**config.mk**
```make
export PLATFORM = sky130hd
export DESIGN_NAME = pipe_stage_reg
export DESIGN_NICKNAME = d
export VERILOG_FILES = /design/src/rtl/pipe_stage_reg.sv
export SDC_FILE = /design/constraint.sdc
export NUM_CORES = 1
export LEC_CHECK = 0
export CAP_MARGIN = 30
export CORE_AREA = 2 2 177 179
export DETAILED_ROUTE_END_ITERATION = 6
export DIE_AREA = 0 0 179 181
export PLACE_DENSITY = 0.7
export SYNTH_ARGS = -nofsm -noshare
export SYNTH_HDL_FRONTEND = slang
export SYNTH_SLANG_ARGS = --single-unit
```
**constraint.sdc**
```tcl
create_clock -name clk -period 3 [get_ports clk]
set_clock_uncertainty 0.05 [all_clocks]
set_input_delay 0.9 -clock clk [delete_from_list [all_inputs] [get_ports clk]]
set_output_delay 0.9 -clock clk [all_outputs]
set_load 0.03 [all_outputs]
```
**src/rtl/pipe_stage_reg.sv**
```systemverilog
// rtl/pipe_stage_reg.sv - two-entry elastic pipeline stage register; optional perf counters via PIPE_STAGE_PERF_EN
module pipe_stage_reg #(
    parameter int unsigned       DATA_W = 128,
    parameter logic [DATA_W-1:0] BUBBLE = '0,
    parameter int unsigned       CNT_W  = 32
) (
    input  logic              clk,
    input  logic              reset,
    input  logic              flush,
    input  logic              in_valid,
    output logic              in_ready,
    input  logic [DATA_W-1:0] in_data,
    output logic              out_valid,
    input  logic              out_ready,
    output logic [DATA_W-1:0] out_data
`ifdef PIPE_STAGE_PERF_EN
    ,
    output logic [CNT_W-1:0]  stall_cnt,
    output logic [CNT_W-1:0]  bubble_cnt
`endif
);

    typedef enum logic [1:0] {
        EMPTY = 2'd0,
        ONE   = 2'd1,
        TWO   = 2'd2
    } state_t;

    state_t            state;
    logic [DATA_W-1:0] main_q;
    logic [DATA_W-1:0] skid_q;
    logic              push;
    logic              pop;

    // in_ready and out_valid are flops, so there is no combinational path from input to output
    assign push     = in_valid & in_ready;
    assign pop      = out_valid & out_ready;
    assign out_data = main_q;

    // Occupancy state machine: main register feeds the next stage, skid absorbs one stalled entry
    always_ff @(posedge clk) begin
        if (reset || flush) begin
            state     <= EMPTY;
            main_q    <= BUBBLE;
            skid_q    <= BUBBLE;
            out_valid <= 1'b0;
            in_ready  <= 1'b1;
        end else begin
            unique case (state)
                EMPTY: begin
                    if (push) begin
                        main_q    <= in_data;
                        state     <= ONE;
                        out_valid <= 1'b1;
                    end
                end
                ONE: begin
                    if (push && pop) begin
                        main_q <= in_data;
                    end else if (push) begin
                        skid_q   <= in_data;
                        state    <= TWO;
                        in_ready <= 1'b0;
                    end else if (pop) begin
                        main_q    <= BUBBLE;
                        state     <= EMPTY;
                        out_valid <= 1'b0;
                    end
                end
                TWO: begin
                    if (pop) begin
                        main_q   <= skid_q;
                        skid_q   <= BUBBLE;
                        state    <= ONE;
                        in_ready <= 1'b1;
                    end
                end
                default: begin
                    state     <= EMPTY;
                    main_q    <= BUBBLE;
                    skid_q    <= BUBBLE;
                    out_valid <= 1'b0;
                    in_ready  <= 1'b1;
                end
            endcase
        end
    end

`ifdef PIPE_STAGE_PERF_EN
    // Saturating stall/bubble counters; judged on pre-edge state, so a flushed cycle still counts
    always_ff @(posedge clk) begin
        if (reset) begin
            stall_cnt  <= '0;
            bubble_cnt <= '0;
        end else begin
            if (out_valid && !out_ready && (stall_cnt != '1)) begin
                stall_cnt <= stall_cnt + CNT_W'(1);
            end
            if (!out_valid && (bubble_cnt != '1)) begin
                bubble_cnt <= bubble_cnt + CNT_W'(1);
            end
        end
    end
`endif

endmodule

```
## Word-level counts from Yosys, hierarchy flattened

Cells that the tools add are included.

| cells by class | value |
|---|---|
| bitwise logic cells | 4 |
| equal/unequal tests | 11 |
| reductions and logical operators | 7 |
| muxes and demuxes | 23 |

Operator list:

| kind | count |
|---|---|
| $mux 128 | 6 |
| $pmux 128 s3 | 2 |
| $ne 2x2->1 const B | 6 |
| $reduce_and 4->1 | 3 |
| $mux 2 | 5 |
| $ne 3x3->1 const B | 3 |
| $mux 1 | 7 |
| $pmux 1 s3 | 2 |
| $pmux 2 s3 | 1 |
| $reduce_and 5->1 | 1 |
| $and 1x1->1 | 2 |
| $eq 2x1->1 const B | 1 |
| $eq 2x2->1 const B | 1 |
| $logic_not 2->1 | 1 |
| $not 1->1 | 2 |
| $logic_and 1x1->1 | 1 |
| $logic_or 1x1->1 | 1 |

| word-level totals | value |
|---|---|
| bits in registers | 260 |
| logic and storage cells | 50 |

## Logic depth before layout (Yosys ltp)

| logic depth | value |
|---|---|
| depth in word-level cells | 5 |
| gate-level depth with buffers | 7 |
| gate-level depth less buffers | 4 |

## Worst setup path before layout

Ideal clock, no wire load.

| path | value |
|---|---|
| kind | input-to-reg |
| start point | input port in_valid |
| end point | register main_q[81] (netlist: out_data[81]) |
| path buffers | 3 |
| arrival | 1.917 ns |
| required time | 2.880 ns |
| setup time | 0.070 ns |
| setup slack | 0.962 ns |
| stages on the path | 7 |
| cells stage by stage | buf_4 > buf_2 > buf_1 > nand2_1 > o32ai_1 > nand2_1 > a21oi_1 |

| between the ends | value |
|---|---|
| longest elaborated chain between the ends | 4 |
| elaborated cells on any way between the ends | 8 |

RTL lines:

| what | RTL line | text |
|---|---|---|
| from (decl) | 10 | `input logic in_valid,` |
| $and 1x1->1 * | 36 | `assign push = in_valid & in_ready;` |
| $logic_and 1x1->1 | 58 | `if (push && pop) begin` |
| $ne 3x3->1 (no source line) or $mux 128 (tied branches) | n/a |  |
| $reduce_and 4->1 (no source line) or $pmux 128 s3 (tied branches) | n/a |  |
| to (signal assigned) | 52 | `main_q <= in_data;` |
| to (signal assigned) | 59 | `main_q <= in_data;` |
| to (signal assigned) | 72 | `main_q <= skid_q;` |
| to (decl) | 30 | `logic [DATA_W-1:0] main_q;` |

Mark *: on every way between the ends. The rest lies on a longest branch, timed or not.
A chain may end at the register's enable or synchronous reset.

## Worst setup path after layout

| path | value |
|---|---|
| start point | register in_ready |
| end point | output port in_ready |

RTL lines:

| what | RTL line | text |
|---|---|---|
| from (decl) | 11 | `output logic in_ready,` |
| from (signal assigned) | 47 | `in_ready <= 1'b1;` |
| from (signal assigned) | 63 | `in_ready <= 1'b0;` |
| from (signal assigned) | 75 | `in_ready <= 1'b1;` |

No word-level cell between the ends.

==> impl_results.md <==
- Status: finished, final reports clean
- Number of buffers inserted by post-CTS setup repair: 0
- Residual overflow from global routing: 0
- WP buf/inv: 1
- Switch share: 0.279
- Number of clock sinks seen by CTS: between 200 and 300
- Width of the chip: about 180 um
- Effective utilization at floorplan: 0.445
- Crit path time final: 2.86 ns
- Overall power of the completed layout: between 8 and 9 mW
- Final-report max-slew violation count: 0
- Area Growth Syn to Fin: 28.4%
- Crit Reg-Reg Endpoint: out_data[127]
- Yosys warnings: 0
- Final hold vios: 0
- Total clock buffers created by CTS: 28
- CTS root buf: sky130_fd_sc_hd__clkbuf_16
- Worst min-delay path endpoint: skid_q[14]
- Leakage Power: 5.30 nW
- Highest fanout seen on the critical path: 7
- Cell Rows: 64
- Top post-synthesis cells by count: sky130_fd_sc_hd__dfxtp_1 (260), sky130_fd_sc_hd__a21oi_1 (257), sky130_fd_sc_hd__nand2_1 (252), sky130_fd_sc_hd__o21ai_1 (231)
- Largest net degree at the start of global routing: 120
- Max Root-Sink Buffers: 3
- Vert. Die Dim: around 180 um
- Nets@finish: 1922
- Worst-case register-to-register setup slack: 0.98 ns
- Setup crit end kind: output port
- Detailed-route vias per instance: 6.13
- Worst hold path type: register to register
- Count of distinct cell types in the synthesized netlist: 33
- Total number of H-tree levels: 1
- DR pass1 iterations: 5
- Area of all sequential standard cells: approximately 0.0052 mm2
- Post-detailed-route wirelength per cell: slightly below 20 um
- CP startpoint kind: register
- Hold Buf Count CTS: 0
- Hold Crit Start: skid_q[14]
- PD cells: ~500 mW/mm2
- Maximum capacitance violations: 0
- Post-Synthesis Cells: around 1700
- Max stage delay cell, worst path: sky130_fd_sc_hd__clkdlybuf4s50_1
- Portion of synthesized cell area occupied by the leading cell type: 0.385
- Antenna viol nets, final: 0
- Worst IR Drop VDD: 0.389 mV
- Gates resized, CTS repair: 0
- Die area: 0.0324 mm2
- Synth Register Bits: 260
- Iteration-0 DRC Markers: approximately 1400
- GPL Wtd Cong: 0.786
- Period utilisation layout: 0.955
- Maximum clock frequency: around 350 MHz
- Clock latency at the later pin of the worst-skew pair: about 0.55 ns
- Synth async-reset ratio: 0
- Combinational cell fraction of total power: 0.173
- Final-layout fill cell count: approximately 2700
- Tot GR Track Use: 0.254
- Worst path cell trace: clkdlybuf4s50_1
- Switching component of the power: about 2.4 mW
- Post-route setup TNS: 0 ns
- Global-route wire length before repair: approximately 70 mm
- Tightest hold margin: approximately 0.42 ns
- Final standard cell count with taps included and fillers excluded: 2206
- Vias in the first global route: about 13000
- Core area: approximately 0.030 mm2
- Leading cell type by number of instances after synthesis: sky130_fd_sc_hd__dfxtp_1
- Area taken by multi-input logic gates: 0.00733 mm2
- DRC violation count after routing: 0
- Slowest Stage Delay on Critical Path: 0.83 ns
- Final core utilization: 0.572
- Relative slew slack: 0.510
- Clock power share: 0.413
- Reg-to-reg critical path startpoint: state[0]
- Total nets after synthesis: approximately 1800
- Clock transition at the register clock pins on the worst setup and hold paths after CTS: ~0.060 ns
- Crit Path Class: register to output port
- Number of enable flip-flop cells after synthesis: 0
- Leading post-synthesis cells by cell area: sky130_fd_sc_hd__dfxtp_1 (39%), sky130_fd_sc_hd__a21oi_1 (9.5%), sky130_fd_sc_hd__mux2i_1 (9.5%)
- Data required time at the worst endpoint: slightly above 2 ns
- Setup repair after global routing missed its margin: false
- Number of I/O pins: 263
- CP top delay family: buffers and inverters
- Setup-violating endpoint count in the final report: 0
- Proportion of layout cells with a drive suffix above 1: 0.0586
- Internal power component: between 6 and 7 mW
- Number of vias after detailed routing: 13533
- Total length of routed wires: about 43 mm
- TritonCTS clock tree: built
- Library cell with the largest summed area after synthesis: sky130_fd_sc_hd__dfxtp_1
- Instance count after placement with tap cells included: 2155
- R2R depth: 6
- Post-synthesis sequential area ratio: 0.385
- Actual slew at the worst max-slew pin: approximately 0.74 ns
- Post-synthesis instance area: 0.0135 mm2
- Antenna violations before repair: 1
- Worst hold path stage count: 2
- Dominant register cell in the synthesized netlist: sky130_fd_sc_hd__dfxtp_1
- Average size of a mapped cell: 8.12 um2
- HPWL Detailed: 25.0 mm
- Sequential share of power: 0.414
- Port buffer count: roughly 260
- CP arrival: about 1.9 ns
-- stage by stage --
stage               instance area [um2]  setup slack (ns)
global placement                  16400             0.141
global route                      17400            0.0897
CTS                               17400             0.134
detailed placement                16400             0.129
finish                            17400             0.135
floorplan                         13500             0.962
-- worst max path at each step --
stage / slack, ns / start / depth (start not counted) / to
final: 0.14 / in_ready / 1 / in_ready
after global routing: 0.09 / in_ready / 1 / in_ready
after CTS: 0.13 / in_ready / 1 / in_ready
after detailed placement: 0.13 / out_ready / 7 / out_data[127]
after global placement: 0.14 / out_ready / 7 / out_data[112]
after floorplan: 0.96 / in_valid / 7 / out_data[81]
-- kinds of logic (layout without fill, tap and decap cells) --
logic type	after synthesis	count (layout)	share of synthesized area
AO/OA/AOI/OAI	651	651	0.277
buffers and inverters	214	359	0.0763
flip-flops	260	260	0.385
multiplexers	128	128	0.0948
other	0	1	0
AND/OR/NAND/NOR	411	411	0.167
-- flip-flops by register name (all words and copies together), names as in the netlist --
register,count
in_ready,1
out_data,128
out_valid,1
skid_q,128
state,2
-- power by group through the flow --
stage                     Combinational, mW  Clock, mW  Sequential [mW]
after CTS                              1.49       3.63             3.58
after global placement                 1.47          0             3.66
after detailed placement               1.48          0             3.66
final                                  1.49       3.58             3.58
after floorplan                       0.745          0             3.76
after global routing                   1.60       3.77             3.59
-- final cells by class --
type | instances | share of cell area
multi-input combinational | 1190 | 0.422
sequential | 260 | 0.300
timing repair buffer | 309 | 0.194
clock buffer | 38 | 0.0466
tap | 396 | 0.0285
clock inverter | 12 | 0.00779
antenna | 1 | 0.000144
-- layout by cell type, fill, tap and decap left out, types with 5 or more instances in the layout --
cell type,instances
sky130_fd_sc_hd__a21oi_1,257
sky130_fd_sc_hd__buf_12,32
sky130_fd_sc_hd__buf_4,16
sky130_fd_sc_hd__clkbuf_16,29
sky130_fd_sc_hd__clkbuf_8,5
sky130_fd_sc_hd__clkdlybuf4s50_1,261
sky130_fd_sc_hd__clkinv_2,9
sky130_fd_sc_hd__dfxtp_1,258
sky130_fd_sc_hd__mux2i_1,128
sky130_fd_sc_hd__nand2_1,251
sky130_fd_sc_hd__nand4b_1,128
sky130_fd_sc_hd__nor2_1,9
sky130_fd_sc_hd__nor3_1,6
sky130_fd_sc_hd__o21ai_0,33
sky130_fd_sc_hd__o21ai_1,231
sky130_fd_sc_hd__o32ai_1,122
-- metal layers --
| metal | GRT usage | share of wire | up-vias |
|---|---|---|---|
| met5 | 0 | 0 | - |
| met4 | 0.0741 | 0.026 | 0 |
| met3 | 0.0408 | 0.083 | 77 |
| met2 | 0.405 | 0.45 | 570 |
| met1 | 0.352 | 0.44 | 6484 |
| li1 | - | - | 6402 |
(Power assumes the default switching activity.)
